### src/rtl/mau_pkg.sv
// Shared types and helpers for the load/store access unit.
package mau_pkg;

    localparam int unsigned DATA_W = 32;
    localparam int unsigned ADDR_W = 32;

    typedef enum logic [1:0] {
        SZ_BYTE = 2'b00,
        SZ_HALF = 2'b01,
        SZ_WORD = 2'b10,
        SZ_ILL  = 2'b11
    } size_e;

    typedef enum logic [1:0] {
        IDLE,
        READ,
        WRITE,
        RESP
    } state_e;

    typedef struct packed {
        logic              write;
        size_e             size;
        logic              is_unsigned;
        logic [ADDR_W-1:0] addr;
        logic [DATA_W-1:0] wdata;
    } req_t;

    // Illegal size, misalignment for the access width, or beyond the end of memory.
    function automatic logic req_err(input size_e size, input logic [ADDR_W-1:0] addr,
                                     input int unsigned mem_words);
        logic [ADDR_W+1:0] limit;
        logic              misaligned;
        limit = (ADDR_W+2)'(mem_words) << 2;
        case (size)
            SZ_BYTE: misaligned = 1'b0;
            SZ_HALF: misaligned = addr[0];
            SZ_WORD: misaligned = |addr[1:0];
            default: misaligned = 1'b1;
        endcase
        return misaligned || ({2'b00, addr} >= limit);
    endfunction

endpackage

### src/rtl/mem_access_unit_if.sv
// Core request/response channel plus the word-wide data memory port.
interface mem_access_unit_if;
    import mau_pkg::*;

    logic              req_valid;
    logic              req_ready;
    logic              req_write;
    logic [1:0]        req_size;
    logic              req_unsigned;
    logic [ADDR_W-1:0] req_addr;
    logic [DATA_W-1:0] req_wdata;
    logic              resp_valid;
    logic              resp_err;
    logic [DATA_W-1:0] resp_rdata;
    logic [ADDR_W-1:0] address;
    logic [DATA_W-1:0] writeData;
    logic              memRead;
    logic              memWrite;
    logic [DATA_W-1:0] readdata;

    // The unit side.
    modport slave (
        input  req_valid, req_write, req_size, req_unsigned, req_addr, req_wdata, readdata,
        output req_ready, resp_valid, resp_err, resp_rdata, address, writeData, memRead, memWrite
    );

    // The core plus memory side.
    modport master (
        output req_valid, req_write, req_size, req_unsigned, req_addr, req_wdata, readdata,
        input  req_ready, resp_valid, resp_err, resp_rdata, address, writeData, memRead, memWrite
    );

endinterface

### src/rtl/mau_lane_align.sv
// Little-endian lane extraction/extension for loads and lane merge for stores.
module mau_lane_align
    import mau_pkg::*;
(
    input  logic [DATA_W-1:0] word,
    input  logic [1:0]        offset,
    input  size_e             size,
    input  logic              is_unsigned,
    input  logic [DATA_W-1:0] wdata,
    output logic [DATA_W-1:0] load_val,
    output logic [DATA_W-1:0] store_word
);

    logic [4:0]        shamt;
    logic [DATA_W-1:0] lane;
    logic [DATA_W-1:0] mask;
    logic              sext;

    always_comb begin
        shamt      = (size == SZ_HALF) ? {offset[1], 4'b0000} : {offset, 3'b000};
        lane       = word >> shamt;
        mask       = '1;
        load_val   = lane;
        sext       = 1'b0;
        case (size)
            SZ_BYTE: begin
                sext     = ~is_unsigned & lane[7];
                load_val = {{24{sext}}, lane[7:0]};
                mask     = DATA_W'(32'h0000_00FF) << shamt;
            end
            SZ_HALF: begin
                sext     = ~is_unsigned & lane[15];
                load_val = {{16{sext}}, lane[15:0]};
                mask     = DATA_W'(32'h0000_FFFF) << shamt;
            end
            default: ;
        endcase
        // Store data is right-justified; shift it into the target lane(s).
        store_word = (word & ~mask) | ((wdata << shamt) & mask);
    end

endmodule

### src/rtl/mem_access_unit.sv
// Load/store controller: byte/half/word access to a word-only memory via RMW.
module mem_access_unit
    import mau_pkg::*;
#(
    parameter int unsigned MEM_WORDS = 16384
)
(
    input  logic             clk,
    input  logic             rst,
    mem_access_unit_if.slave bus
);

    state_e            state_q, state_d;
    req_t              req_q;
    size_e             req_size;
    logic              accept;
    logic              req_bad;
    logic [DATA_W-1:0] word_q;
    logic [DATA_W-1:0] align_word;
    logic [DATA_W-1:0] load_val;
    logic [DATA_W-1:0] store_word;
    logic              resp_valid_q, resp_valid_d;
    logic              resp_err_q, resp_err_d;
    logic [DATA_W-1:0] resp_rdata_q, resp_rdata_d;

    assign req_size   = size_e'(bus.req_size);
    assign accept     = bus.req_valid && (state_q == IDLE);
    assign req_bad    = req_err(req_size, bus.req_addr, MEM_WORDS);
    // Loads use the live memory word; the store merge uses the word captured in READ.
    assign align_word = (state_q == READ) ? bus.readdata : word_q;

    mau_lane_align u_lane_align (
        .word        (align_word),
        .offset      (req_q.addr[1:0]),
        .size        (req_q.size),
        .is_unsigned (req_q.is_unsigned),
        .wdata       (req_q.wdata),
        .load_val    (load_val),
        .store_word  (store_word)
    );

    // Next-state and response generation.
    always_comb begin
        state_d      = state_q;
        resp_valid_d = 1'b0;
        resp_err_d   = 1'b0;
        resp_rdata_d = '0;
        case (state_q)
            IDLE: begin
                if (accept) begin
                    if (req_bad) begin
                        state_d      = RESP;
                        resp_valid_d = 1'b1;
                        resp_err_d   = 1'b1;
                    end else if (bus.req_write && (req_size == SZ_WORD)) begin
                        state_d = WRITE;
                    end else begin
                        state_d = READ;
                    end
                end
            end
            READ: begin
                if (req_q.write) begin
                    state_d = WRITE;
                end else begin
                    state_d      = RESP;
                    resp_valid_d = 1'b1;
                    resp_rdata_d = load_val;
                end
            end
            WRITE: begin
                state_d      = RESP;
                resp_valid_d = 1'b1;
            end
            RESP:    state_d = IDLE;
            default: state_d = IDLE;
        endcase
    end

    always_ff @(posedge clk) begin
        if (!rst) begin
            state_q      <= IDLE;
            req_q        <= '0;
            word_q       <= '0;
            resp_valid_q <= 1'b0;
            resp_err_q   <= 1'b0;
            resp_rdata_q <= '0;
        end else begin
            state_q      <= state_d;
            resp_valid_q <= resp_valid_d;
            resp_err_q   <= resp_err_d;
            resp_rdata_q <= resp_rdata_d;
            if (accept) begin
                req_q <= '{write:       bus.req_write,
                           size:        req_size,
                           is_unsigned: bus.req_unsigned,
                           addr:        bus.req_addr,
                           wdata:       bus.req_wdata};
            end
            if (state_q == READ) begin
                word_q <= bus.readdata;
            end
        end
    end

    assign bus.req_ready  = (state_q == IDLE);
    assign bus.resp_valid = resp_valid_q;
    assign bus.resp_err   = resp_err_q;
    assign bus.resp_rdata = resp_rdata_q;
    assign bus.address    = {req_q.addr[ADDR_W-1:2], 2'b00};
    assign bus.writeData  = store_word;
    // Memory strobes are suppressed while reset is asserted.
    assign bus.memRead    = rst && (state_q == READ);
    assign bus.memWrite   = rst && (state_q == WRITE);

endmodule
### src/flat_wrapper.sv
// flat-port wrapper written by rule: the top's interface ports become plain ports
module mem_access_unit_flat import mau_pkg::*;
#(
    parameter int unsigned MEM_WORDS = 16384
)
  (clk, rst, bus_req_valid, bus_req_write, bus_req_size, bus_req_unsigned, bus_req_addr, bus_req_wdata, bus_readdata, bus_req_ready, bus_resp_valid, bus_resp_err, bus_resp_rdata, bus_address, bus_writeData, bus_memRead, bus_memWrite);
  mem_access_unit_if bus_i ();
  input  logic clk;
  input  logic rst;
  input wire logic [$bits(bus_i.req_valid)-1:0] bus_req_valid;
  input wire logic [$bits(bus_i.req_write)-1:0] bus_req_write;
  input wire logic [$bits(bus_i.req_size)-1:0] bus_req_size;
  input wire logic [$bits(bus_i.req_unsigned)-1:0] bus_req_unsigned;
  input wire logic [$bits(bus_i.req_addr)-1:0] bus_req_addr;
  input wire logic [$bits(bus_i.req_wdata)-1:0] bus_req_wdata;
  input wire logic [$bits(bus_i.readdata)-1:0] bus_readdata;
  output wire logic [$bits(bus_i.req_ready)-1:0] bus_req_ready;
  output wire logic [$bits(bus_i.resp_valid)-1:0] bus_resp_valid;
  output wire logic [$bits(bus_i.resp_err)-1:0] bus_resp_err;
  output wire logic [$bits(bus_i.resp_rdata)-1:0] bus_resp_rdata;
  output wire logic [$bits(bus_i.address)-1:0] bus_address;
  output wire logic [$bits(bus_i.writeData)-1:0] bus_writeData;
  output wire logic [$bits(bus_i.memRead)-1:0] bus_memRead;
  output wire logic [$bits(bus_i.memWrite)-1:0] bus_memWrite;
  assign bus_i.req_valid = bus_req_valid;
  assign bus_i.req_write = bus_req_write;
  assign bus_i.req_size = bus_req_size;
  assign bus_i.req_unsigned = bus_req_unsigned;
  assign bus_i.req_addr = bus_req_addr;
  assign bus_i.req_wdata = bus_req_wdata;
  assign bus_i.readdata = bus_readdata;
  assign bus_req_ready = bus_i.req_ready;
  assign bus_resp_valid = bus_i.resp_valid;
  assign bus_resp_err = bus_i.resp_err;
  assign bus_resp_rdata = bus_i.resp_rdata;
  assign bus_address = bus_i.address;
  assign bus_writeData = bus_i.writeData;
  assign bus_memRead = bus_i.memRead;
  assign bus_memWrite = bus_i.memWrite;
  mem_access_unit #(.MEM_WORDS(MEM_WORDS)) u_core (.clk(clk), .rst(rst), .bus(bus_i));
endmodule
### config.mk
export PLATFORM = sky130hd
export DESIGN_NAME = mem_access_unit_flat
export DESIGN_NICKNAME = d
export VERILOG_FILES = /design/src/rtl/mau_pkg.sv /design/src/rtl/mem_access_unit_if.sv /design/src/rtl/mau_lane_align.sv /design/src/rtl/mem_access_unit.sv /design/src/flat_wrapper.sv
export SDC_FILE = /design/constraint.sdc
export NUM_CORES = 1
export LEC_CHECK = 0
export CAP_MARGIN = 20
export CELL_PAD_IN_SITES_DETAIL_PLACEMENT = 1
export CELL_PAD_IN_SITES_GLOBAL_PLACEMENT = 2
export CORE_UTILIZATION = 27
export CTS_CLUSTER_SIZE = 10
export DETAILED_ROUTE_END_ITERATION = 10
export PLACE_DENSITY = 0.79
export SLEW_MARGIN = 20
export SYNTH_ARGS = -nofsm -noshare
export SYNTH_HDL_FRONTEND = slang
export SYNTH_SLANG_ARGS = --single-unit
### constraint.sdc
create_clock -name clk -period 3.5 [get_ports clk]
set_clock_uncertainty 0.1 [all_clocks]
set_input_delay 0.7 -clock clk [delete_from_list [all_inputs] [get_ports clk]]
set_output_delay 0.7 -clock clk [all_outputs]
set_load 0.05 [all_outputs]
==> results of run 1 <==
area by class of cell:
cell class	instances	share of cell area, %
clock buffers	19	4.585
repair buffers	236	26.61
clock inverters	12	1.259
multi-input cells	491	34.37
well taps	313	4.147
inverters	5	0.1988
flip-flops and latches	136	28.83
metal layers:
layer  up-vias  part of all wire, %  global-route usage (%)
li1       2756                    -                       -
met1      2721                   44                   24.71
met2       147                   49                   30.80
met3        17                  4.7                   2.722
met4         0                  1.8                   6.583
met5         -                    0                       0
where the power goes:
| part | switching, uW | internal [uW] | leakage, uW |
|---|---|---|---|
| Combinational | 2320 | 1480 | 0.00216 |
| Clock | 728 | 984 | 0.000261 |
| Sequential | 169 | 1810 | 0.00111 |
stage by stage:
| step | cells | hold slack (ns) |
|---|---|---|
| 2_1_floorplan | 717 | 0.3405 |
| 3_3_place_gp | 1179 | 0.3530 |
| 3_5_place_dp | 1179 | 0.3599 |
| 4_1_cts | 1210 | 0.3689 |
| 5_1_grt | 1212 | 0.3795 |
| 6_report | 1212 | 0.3641 |
cell usage after synthesis (all sizes together):
| cell type | n |
|---|---|
| a21oi | 8 |
| a21boi | 69 |
| nor4 | 4 |
| and2 | 4 |
| nor3 | 3 |
| a211oi | 1 |
| nor2b | 34 |
| nor2 | 16 |
| nand2b | 2 |
| clkbuf | 34 |
| o2111a | 1 |
| a31o | 2 |
| buf | 51 |
| o31ai | 8 |
| dfxtp | 136 |
| o22ai | 8 |
| conb | 1 |
| a311oi | 1 |
| or4 | 1 |
| nand3b | 1 |
| mux2i | 55 |
| mux4 | 17 |
| o31a | 1 |
| mux2 | 1 |
| inv | 5 |
| or2 | 1 |
| o21ai | 41 |
| or3 | 1 |
| nand4 | 1 |
| o311a | 1 |
| o211ai | 1 |
| nand3 | 9 |
| nand2 | 183 |
| o221ai | 8 |
| ha | 5 |
| o21bai | 1 |
what timing repair did:
action / CTS / global route
setup buffers: 0 / 2
endpoints found under the hold margin: 0 / 0
endpoints found under the setup margin: 1 / 7
hold buffers: 0 / 0
resized for setup: 1 / 5
tightest hold or removal path, delay by kind of cell, from the launching register on:
| kind | cells | cell delay (ns) |
|---|---|---|
| DFF | 1 | 0.31 |
| AOI/OAI and AO/OA | 1 | 0.06 |
| and+or+nand+nor | 1 | 0.04 |
worst paths after layout:
| check | startpoint | end | slack (ns) | cells past startpoint |
|---|---|---|---|---|
| hold / removal | u_core.bus.address[7]$_SDFFE_PN0P_ | u_core.bus.address[7]$_SDFFE_PN0P_ | 0.36 | 2 |
| setup reg to reg | u_core.state_q[1]$_SDFFE_PN0P_ | u_core.bus.resp_rdata[30]$_SDFF_PP0_ | 0.87 | 6 |
| setup / recovery | u_core.state_q[1]$_SDFFE_PN0P_ | bus_writeData[22] | 0.16 | 6 |
| hold reg to reg | u_core.bus.address[7]$_SDFFE_PN0P_ | u_core.bus.address[7]$_SDFFE_PN0P_ | 0.36 | 2 |
cell families after synthesis:
logic type / after synthesis / share of synthesized area [%]
muxes: 73 / 14.78
DFF: 136 / 42.59
other: 1 / 0.05866
and+or+nand+nor: 260 / 17.52
buffers and inverters: 90 / 7.497
adders and majority gates: 5 / 0.9787
AOI/OAI and AO/OA: 151 / 16.58
registers in the layout, indices dropped and copies added, names as in the netlist:
name / flops
u_core.bus.resp_valid: 1
u_core.bus.resp_rdata: 32
u_core.state_q: 2
u_core.bus.address: 30
u_core.word_q: 32
u_core.req_q: 38
u_core.bus.resp_err: 1
==> reports/metrics.csv, run 1 <==
metric;value;unit
outcome;complete, no violations;
GRT Overall Usage;18.67;%
detailed-route wire length per cell;18.41;um
Total Wirelength;22.32;mm
layout cells sized above 1;15.68;%
Remaining DRCs;0;
Ys Warns;0;
crit-path max FO;12;
GPL Wtd Cong;0.8157;
commonest non-fill, non-tap cells in the layout;182 x nand2_1, 167 x clkdlybuf4s50_1, 136 x dfxtp_1;
CTS buffer count;17;
first-pass GRT wire length;33.73;mm
unrepaired setup endpoints after global routing;no;
Bufs on Longest Clock Path;2;
Buf/Inv on CP;3;
Rows;55;
setup_tns;0;ns
delay-heaviest family, CP;buffers and inverters;
Slew @ Worst Pin;0.9854;ns
htree depth;4;
Worst Setup Start Kind;flop;
I/O Pins;204;
Hold Fails Final Rpt;0;
pwr dens;793.7;mW/mm^2
Netlist cell types;42;
peak supply drop;0.3450;mV
Seq/Total Area, Yosys;42.59;%
Post-DP Area;0.008841;mm^2
most common cell after layout, fill and taps aside;nand2_1;
largest net degree at the start of global routing;108;
Slew Limit Fails;0;
CTS root buf;clkbuf_16;
CP Cell Sequence;inv_1 -> ha_2 -> buf_4 -> mux2i_2 -> o221ai_1 -> buf_12;
Synth-to-Final Area Change;47.72;%
Crit path arrival time;2.54;ns
Final ANT Viol Nets;0;
fin worst setup slack;0.1581;ns
Pwr Total;7495;uW
clock sink count;136;
crit path time final;3.342;ns
Congestion Overflow GR;0;
initial antenna violation count;0;
Multi-input gate area;0.003246;mm^2
mean post-synth cell area;8.928;um^2
design area;0.009443;mm^2
Final HPWL DP;16.54;mm
clock-pin slew on the worst setup and hold paths;0.06;ns
vias in the first global route;5511;
via count;5641;
Iter 0 DRT Violations;273;
Final period util;95.48;%
final core utilization;41.21;%
dpl ws;0.4612;ns
Synth area leader;dfxtp_1;
Max Freq;299.2;MHz
Worst Path Required;2.70;ns
CTS tree;done;
ant diodes;0;
share of the synthesized area in the top cell type;42.59;%
Core Box Area;0.02292;mm^2
max incr delay on CP;0.45;ns
Max transition margin;34.31;%
Clock Latency Late Sink;0.42;ns
vias per cell;4.654;
effective utilization at floorplan;27.90;%
number of buffers added on ports;201;
Reg area;0.002723;mm^2
Static Leak;0.003529;uW
DIE HEIGHT;155.9;um
CP Class;reg2out;
synthesized flop and latch total;136;
first-pass iteration count of the detailed router;4;
die width;155.9;um
endpoint class of the critical path;output port;
CP max stage cell;mux2i_2;
fill count;2598;
Final Setup Violations;0;
die area;0.02430;mm^2
Hold Path Class;reg2reg;
final net count;995;
Cells after Synth;716;
synth top area cells;dfxtp_1 43%, nand2_1 11%, mux2i_1 8.6%;
max_cap viols;0;
Synth Cell Area;0.006392;mm^2
No activity file was read; power rests on OpenSTA's default activity.
==> run 2: changes to the inputs <==
--- a/config.mk
+++ b/config.mk
@@ -9,10 +9,13 @@
 export CELL_PAD_IN_SITES_DETAIL_PLACEMENT = 1
 export CELL_PAD_IN_SITES_GLOBAL_PLACEMENT = 2
 export CORE_UTILIZATION = 27
+export CTS_CLUSTER_DIAMETER = 80
 export CTS_CLUSTER_SIZE = 10
 export DETAILED_ROUTE_END_ITERATION = 10
+export GPL_TIMING_DRIVEN = 0
 export PLACE_DENSITY = 0.79
 export SLEW_MARGIN = 20
 export SYNTH_ARGS = -nofsm -noshare
 export SYNTH_HDL_FRONTEND = slang
 export SYNTH_SLANG_ARGS = --single-unit
+export TNS_END_PERCENT = 30
==> run 2 against run 1 <==
Cell area is 2.6% higher; sequential power hardly changed; register-to-register slack worse by 0.05 ns; power is 2.4% higher; flip-flop and latch count stayed put; fmax is 2.0% lower; first-iteration DRC count is 14% higher; worst hold slack better by 0.0025 ns.
==> reports/metrics.csv, run 2 (synthesis gave the netlist of run 1 again) <==
metric;value;unit;change
outcome;complete, no violations;;
vias in the first global route;6097;;+11%
pwr dens;791.7;mW/mm^2;-0.25%
dpl ws;-0.5068;ns;-0.9680 ns
I/O Pins;204;;unchanged
Total Wirelength;24.03;mm;+7.7%
Core Box Area;0.02292;mm^2;unchanged
CTS buffer count;17;;unchanged
Remaining DRCs;0;;unchanged
vias per cell;4.649;;-0.11%
die area;0.02430;mm^2;unchanged
setup bufs post-CTS;0;;unchanged
commonest non-fill, non-tap cells in the layout;183 x nand2_1, 167 x clkdlybuf4s50_1, 136 x dfxtp_1;;
largest net degree at the start of global routing;20;;-81%
GPL Wtd Cong;0.8408;;+3.1%
effective utilization at floorplan;27.90;%;unchanged
CTS root buf;clkbuf_16;;
endpoint class of the critical path;output port;;
Crit path arrival time;2.61;ns;+0.07 ns
GRT Overall Usage;20.16;%;+1.5 points
clock sink count;136;;unchanged
detailed-route wire length per cell;19.04;um;+3.4%
Bufs on Longest Clock Path;2;;unchanged
# hold bufs at CTS;0;;unchanged
Slew Limit Fails;0;;unchanged
initial antenna violation count;0;;unchanged
CTS tree;done;;
Worst Setup Start Kind;flop;;
first-pass GRT wire length;36.36;mm;+7.8%
Rows;55;;unchanged
filler-free cell count of the finished design;1262;;+4.1%
Synth-to-Final Area Change;51.60;%;
layout cells sized above 1;17.81;%;+2.1 points
number of buffers added on ports;201;;unchanged
die width;155.9;um;unchanged
first-pass iteration count of the detailed router;5;;+1
Hold Fails Final Rpt;0;;unchanged
Worst Path Required;2.70;ns;about the same
fin worst setup slack;0.08928;ns;-0.06879 ns
Final HPWL DP;18.47;mm;+12%
crit path time final;3.411;ns;+0.06879 ns
Congestion Overflow GR;0;;unchanged
largest register by flop count;u_core.req_q;;
max reg flops;38;;unchanged
Final ANT Viol Nets;0;;unchanged
Max transition margin;51.94;%;+18 points
via count;5867;;+4.0%
Slew @ Worst Pin;0.7009;ns;-0.2845 ns
DIE HEIGHT;155.9;um;unchanged
peak supply drop;0.3276;mV;-5.0%
Final period util;97.45;%;+2.0 points
Iter 0 DRT Violations;311;;+14%
fill count;2618;;+0.77%
Static Leak;0.003640;uW;+3.1%
unrepaired setup endpoints after global routing;yes;;
most common cell after layout, fill and taps aside;nand2_1;;
max_cap viols;0;;unchanged
Hold Path Class;reg2reg;;
crit-path max FO;10;;-2
CP Class;reg2out;;
Clock Latency Late Sink;0.43;ns;about the same
htree depth;4;;unchanged
Final Setup Violations;0;;unchanged
ant diodes;0;;unchanged
Max Freq;293.2;MHz;-2.0%
final net count;1044;;+4.9%
placed cells;1231;;+4.4%
clock-pin slew on the worst setup and hold paths;0.07;ns;about the same
run 2: worst paths after layout:
| path | start | end | slack [ns] | cells after the start |
|---|---|---|---|---|
| setup / recovery | u_core.req_q[65]$_SDFFE_PN0P_ | bus_writeData[19] | 0.09 | 6 |
| hold reg to reg | u_core.bus.address[3]$_SDFFE_PN0P_ | u_core.bus.address[3]$_SDFFE_PN0P_ | 0.37 | 2 |
| setup reg to reg | u_core.state_q[1]$_SDFFE_PN0P_ | u_core.bus.resp_rdata[17]$_SDFF_PP0_ | 0.82 | 9 |
| hold / removal | u_core.bus.address[3]$_SDFFE_PN0P_ | u_core.bus.address[3]$_SDFFE_PN0P_ | 0.37 | 2 |
run 2: through the flow:
stage	util (%)	hold WS, ns	instance area [um^2]	total power (uW)	setup TNS [ns]
3_3_place_gp	38.40	0.3526	8800	5501	-4.494
5_1_grt	42.29	0.3924	9691	8026	-0.1136
2_1_floorplan	-	0.3405	6396	4269	0
3_5_place_dp	38.40	0.3588	8800	5533	-4.984
4_1_cts	42.02	0.3672	9629	7675	-1.322
6_report	42.29	0.3665	9691	7672	0
run 2: area by class of cell:
type	count	area [um^2]	area share [%]
multi-input combinational	491	3437	35.47
tap	313	391.6	4.041
buffer	84	485.5	5.010
sequential	136	2723	28.10
clock buffer	17	425.4	4.390
timing repair buffer	201	1992	20.56
clock inverter	15	217.7	2.247
inverter	5	18.77	0.1937
run 2: report_power, final:
part,switching (uW),internal [uW]
clock,826,1170
combinational,2390,1300
sequential,182,1810
run 2: critical path, stage by stage, from the launching register on:
cell,delay [ns]
dfxtp_1,0.48
inv_1,0.11
o21ai_2,0.30
clkbuf_1,0.49
nand3_1,0.13
o221ai_1,0.10
dlygate4sd2_1,0.58
run 2: timing repair:
item / CTS / global route
cloned: 0 / 0
endpoints found under the setup margin: 34 / 33
resized for setup: 123 / 48
run 2: metal layers:
metal  track usage (%)  vias up  routed length [um]
li1                  -     2861                   -
met1             26.03     2821               11020
met2             34.38      156               11740
met3             2.972       29                 802
met4             6.489        0                 473
met5                 0        -                   0
==> run 3: changes to the inputs <==
--- a/config.mk
+++ b/config.mk
@@ -13,9 +13,10 @@
 export CTS_CLUSTER_SIZE = 10
 export DETAILED_ROUTE_END_ITERATION = 10
 export GPL_TIMING_DRIVEN = 0
-export PLACE_DENSITY = 0.79
+export PLACE_DENSITY = 0.8
 export SLEW_MARGIN = 20
 export SYNTH_ARGS = -nofsm -noshare
 export SYNTH_HDL_FRONTEND = slang
+export SYNTH_HIERARCHICAL = 1
 export SYNTH_SLANG_ARGS = --single-unit
 export TNS_END_PERCENT = 30
==> run 3 against run 2 <==
Global-route usage shrank 0.55 points; critical endpoint is now bus_writeData[8]; cell area shrank 1.9%; combinational power grew 1%.
==> reports/metrics.csv, run 3 <==
metric;value;unit;change
outcome;complete, no violations;;
share of the synthesized area in the top cell type;41.67;%;-0.92 points
max_cap viols;0;;unchanged
Core Box Area;0.02361;mm^2;+3.0%
register-to-register setup slack;0.72;ns;-0.10 ns
synth cell count leaders;162 x nand2_1, 136 x dfxtp_1, 96 x a21oi_1;;
Synth area leader;dfxtp_1;;
Ys Warns;6;;+6
Max transition margin;52.58;%;+0.64 points
die area;0.02483;mm^2;+2.2%
most common cell after layout, fill and taps aside;clkdlybuf4s50_1;;
Synth Cell Area;0.006534;mm^2;+2.2%
largest net degree at the start of global routing;17;;-15%
initial antenna violation count;3;;+3
detailed-route wire length per cell;17.94;um;-5.8%
Netlist cell types;40;;-4.8%
Seq/Total Area, Yosys;41.67;%;-0.92 points
Worst Path Required;2.70;ns;about the same
I/O Pins;204;;unchanged
htree depth;4;;unchanged
Iter 0 DRT Violations;219;;-30%
CP Class;reg2out;;
clock sink count;136;;unchanged
number of buffers added on ports;201;;unchanged
vias in the first global route;6262;;+2.7%
ys flop type;dfxtp_1;;
Cells after Synth;765;;+6.8%
layout cells sized above 1;17.62;%;-0.19 points
fin worst setup slack;0.08105;ns;-0.008227 ns
final net count;1093;;+4.7%
die width;157.6;um;+1.1%
peak supply drop;0.3090;mV;-5.7%
Final period util;97.68;%;+0.24 points
effective utilization at floorplan;27.67;%;-0.22 points
# hold bufs at CTS;0;;unchanged
filler-free cell count of the finished design;1318;;+4.4%
Synth async-reset ratio;0;%;unchanged
endpoint class of the critical path;output port;;
Max Freq;292.5;MHz;-0.24%
design area;0.009508;mm^2;-1.9%
most frequent cell after synthesis;nand2_1;;
Hold Fails Final Rpt;0;;unchanged
DIE HEIGHT;157.6;um;+1.1%
Final Setup Violations;0;;unchanged
Bufs on Longest Clock Path;2;;unchanged
Post-synth EDFFs;0;;unchanged
crit-path max FO;10;;unchanged
GPL Wtd Cong;0.8964;;+6.6%
synth top area cells;dfxtp_1 42%, nand2_1 9.3%, a21oi_1 7.4%;;
first-pass iteration count of the detailed router;4;;-1
Final ANT Viol Nets;0;;unchanged
Static Leak;0.003839;uW;+5.4%
synthesized flop and latch total;136;;unchanged
via count;6173;;+5.2%
mean post-synth cell area;8.541;um^2;-4.3%
Crit path arrival time;2.62;ns;about the same
Congestion Overflow GR;0;;unchanged
Total Wirelength;23.64;mm;-1.6%
ant diodes;0;;unchanged
CTS root buf;clkbuf_16;;
Slew @ Worst Pin;0.7087;ns;+0.007782 ns
placed cells;1286;;+4.5%
unrepaired setup endpoints after global routing;yes;;
Remaining DRCs;0;;unchanged
Clock Latency Late Sink;0.43;ns;about the same
pwr dens;785.5;mW/mm^2;-0.78%
crit path time final;3.419;ns;+0.008227 ns
Post-DP Area;0.008949;mm^2;+1.7%
fill count;2812;;+7.4%
Synth-to-Final Area Change;45.52;%;
Pwr Total;7469;uW;-2.7%
clock-pin slew on the worst setup and hold paths;0.06;ns;about the same
max reg flops;38;;unchanged
Hold Path Class;reg2reg;;
Final HPWL DP;18.91;mm;+2.4%
commonest non-fill, non-tap cells in the layout;168 x clkdlybuf4s50_1, 162 x nand2_1, 135 x dfxtp_1;;
vias per cell;4.684;;+0.75%
CTS buffer count;17;;unchanged
Slew Limit Fails;0;;unchanged
dpl ws;-0.2079;ns;+0.2989 ns
Rows;56;;+1.8%
Worst Setup Start Kind;flop;;
first-pass GRT wire length;36.14;mm;-0.63%
GRT Overall Usage;19.61;%;-0.55 points
CTS tree;done;;
largest register by flop count;u_core/req_q;;
## run 3: layout make-up
cell class	instances	area (um^2)	area share [%]
multi-input cells	533	3268	34.37
inverters	6	22.52	0.2369
flip-flops and latches	136	2724	28.65
clock buffers	21	480.5	5.053
repair buffers	201	1961	20.62
well taps	319	399.1	4.198
plain buffers	91	555.5	5.843
clock inverters	11	97.59	1.026
## run 3: per-layer routing
metal | GRT usage (%) | part of all wire, % | vias up
met5 | 0 | 0.055 | -
met4 | 6.565 | 1.9 | 2
met3 | 7.048 | 8.4 | 25
met2 | 32.95 | 47 | 207
met1 | 22.99 | 42 | 2880
li1 | - | - | 3059
## run 3: timing repair
item,CTS,global route
resized for setup,68,31
endpoints found under the setup margin,33,18
pin swaps,0,1
buffers inserted,0,0
## run 3: worst max-delay path, stage by stage, from the launching register on
cell and delay [ns]:
dfxtp_1 0.37, clkbuf_1 0.27, or2_2 0.39, a21oi_2 0.34, nand2_1 0.09, o21ai_0 0.15, dlygate4sd2_1 0.58
## run 3: per-stage QoR
step / setup TNS, ns / hold slack (ns) / util [%]
after detailed placement: -0.2467 / 0.3504 / 37.90
after global routing: -0.03887 / 0.3660 / 40.27
after global placement: -0.2048 / 0.3425 / 37.90
final: 0 / 0.3560 / 40.27
after CTS: -0.06813 / 0.3581 / 40.36
after floorplan: 0 / 0.3330 / -
## run 3: worst paths after layout
check | from | end | cells after the start
worst max register to register | u_core/state_q[1]$_SDFFE_PN0P_ | u_core/bus.resp_rdata[15]$_SDFF_PP0_ | 11
worst min register to register | u_core/req_q[33]$_SDFFE_PN0P_ | u_core/req_q[33]$_SDFFE_PN0P_ | 2
worst min-delay path | u_core/req_q[33]$_SDFFE_PN0P_ | u_core/req_q[33]$_SDFFE_PN0P_ | 2
worst max-delay path | u_core/req_q[32]$_SDFFE_PN0P_ | bus_writeData[8] | 6
## run 3: logic make-up after synthesis
group / count (synthesis) / synth area share [%]
compound gates: 171 / 15.28
mux: 65 / 12.26
simple gates: 291 / 21.22
fa+ha+maj: 4 / 0.7660
buf+inv: 97 / 8.752
other cells: 1 / 0.05739
flops: 136 / 41.67
## run 3: where the power goes
part / internal, uW / switching (uW)
Sequential: 1830 / 162
Combinational: 1320 / 2420
Clock: 1050 / 698
Total: 4190 / 3280
==> RTL change (flow settings as in run 2) <==
Reset style: asynchronous (`rst`), changed in one clocked block.
--- a/src/rtl/mem_access_unit.sv
+++ b/src/rtl/mem_access_unit.sv
@@ -77,7 +77,7 @@
         endcase
     end
 
-    always_ff @(posedge clk) begin
+    always_ff @(posedge clk or negedge rst) begin
         if (!rst) begin
             state_q      <= IDLE;
             req_q        <= '0;
Behaviour: differs if rst is asserted again (counterexample within 4 cycles, from zero or initial values and one cycle with rst low); with rst held inactive, the same outputs for 4 cycles.
==> RTL change against run 2 <==
Synthesized cell count shrank 17%; first-iteration DRC count decreased by 14%; critical path depth grew 2; area after synthesis is 8.4% higher; non-clock buffer count fell by 13; cell area is 4.1% higher; register-to-register slack improved by 0.14 ns; the run now ends with setup timing left; critical path type unchanged; sequential cell count unchanged; wire length shrank 3.2%; worst setup slack worse by 0.10 ns; hold slack lost 0.20 ns; highest routed layer unchanged; critical endpoint is now bus_writeData[28].
Power is not shown: default switching activity piles up to over one toggle a cycle in this logic, so the estimate is an artifact.
==> RTL change: results (changes against run 2) <==
| Metric | Value |
|---|---|
| CP startpoint | u_core.state_q[1] (was u_core.req_q[65]) |
| Synth area leaders | dfrtp_1 49%, mux2_2 12%, mux2i_1 6.9% (was dfxtp_1 43%, nand2_1 11%, mux2i_1 8.6%) |
| Met2 Track Usage GR | 0.293 (was 0.344) |
| Setup slack after layout | -0.0130 ns (was 0.0893 ns) |
| Yosys cell types | 48 (was 42) |
| Crit path capture | bus_writeData[28] (was bus_writeData[19]) |
| Worst r2r path cells | 7 (was 9) |
| Met2 wire len | 11,400 um (was 11,700 um) |
| Post-synthesis cell count | 594 (was 716) |
| Fillers | 2,747 (was 2,618) |
| Wl on met1 | 10,500 um (was 11,000 um) |
| Hold Slack | 0.171 ns (was 0.367 ns) |
| Fraction of the yosys area taken by sequential cells | 0.491 (was 0.426) |
| DRT Pass-1 Iters | 4 (was 5) |
| FF-to-FF setup slack | 0.96 ns (was 0.82 ns) |
| Violated checks | setup timing |
| Arrival time at the worst endpoint | 2.71 ns (was 2.61 ns) |
| Initial DRC Count | 267 (was 311) |
| # setup viols final | 3 (was 0) |
| Dpl cells | 1,127 (was 1,231) |
| Top cells by count, synth | 136 x dfrtp_1, 76 x mux2_2, 48 x mux2i_1, 37 x buf_4, 36 x inv_1 (was 183 x nand2_1, 136 x dfxtp_1, 68 x a21boi_0, 55 x mux2i_1) |
| Synth-to-layout area growth | 45.6% (was 51.6%) |
| Nets | 923 (was 1,044) |
| Vias in the first global route | 5,895 (was 6,097) |
| Initial antenna violation count | 1 (was 0) |
| GPL Wtd Cong | 0.819 (was 0.841) |
| Reg2reg end | u_core.bus.resp_rdata[11] (was u_core.bus.resp_rdata[17]) |
| Post-detail-place hpwl | 18,100 um (was 18,500 um) |
| Post-synth ARST share | 1.00 (was 0) |
| Tot GR Track Use | 0.182 (was 0.202) |
| M3 GR Usage | 0.0350 (was 0.0297) |
| Dpl cell area | 0.00939 mm^2 (was 0.00880 mm^2) |
| Routed length per instance | 20.1 um (was 19.0 um) |
| Share of layout cells above drive strength 1 | 0.264 (was 0.178) |
| DR vias/cell | 4.79 (was 4.65) |
| Global-route wire length before repair | 35,600 um (was 36,400 um) |
| Outcome | complete, but fails checks (was completed) |
| Final non-filler cell total | 1,160 (was 1,262) |
| Met3 Wirelength | 1060 um (was 802 um) |
| Largest net degree at the start of global routing | 85 (was 20) |
| Pre-CTS setup slack | -0.151 ns (was -0.507 ns) |
| Worst slew margin relative to its limit | 0.564 (was 0.519) |
[RTL change: critical path: stages (launching register included)]
cell and delay (ns):
dfrtp_1 0.39, inv_1 0.11, ha_1 0.17, buf_6 0.15, buf_6 0.25, mux2i_4 0.39, inv_1 0.11, mux2_2 0.29
dlygate4sd2_1 0.43
[RTL change: kinds of logic after synthesis]
group                      synth area share
adders and majority gates           0.00723
muxes                                 0.225
DFF                                   0.491
and+or+nand+nor                      0.0695
AOI/OAI and AO/OA                     0.120
buffers and inverters                0.0858
other                              0.000541
[RTL change: area by class of cell]
type | count | area, um^2 | area share
diodes | 1 | 2.50 | 0.000248
plain buffers | 70 | 457 | 0.0453
clock buffers | 19 | 443 | 0.0439
clock inverters | 13 | 158 | 0.0156
inverters | 37 | 139 | 0.0138
multi-input cells | 352 | 3100 | 0.308
flip-flops and latches | 136 | 3400 | 0.338
well taps | 330 | 413 | 0.0409
repair buffers | 202 | 1970 | 0.195
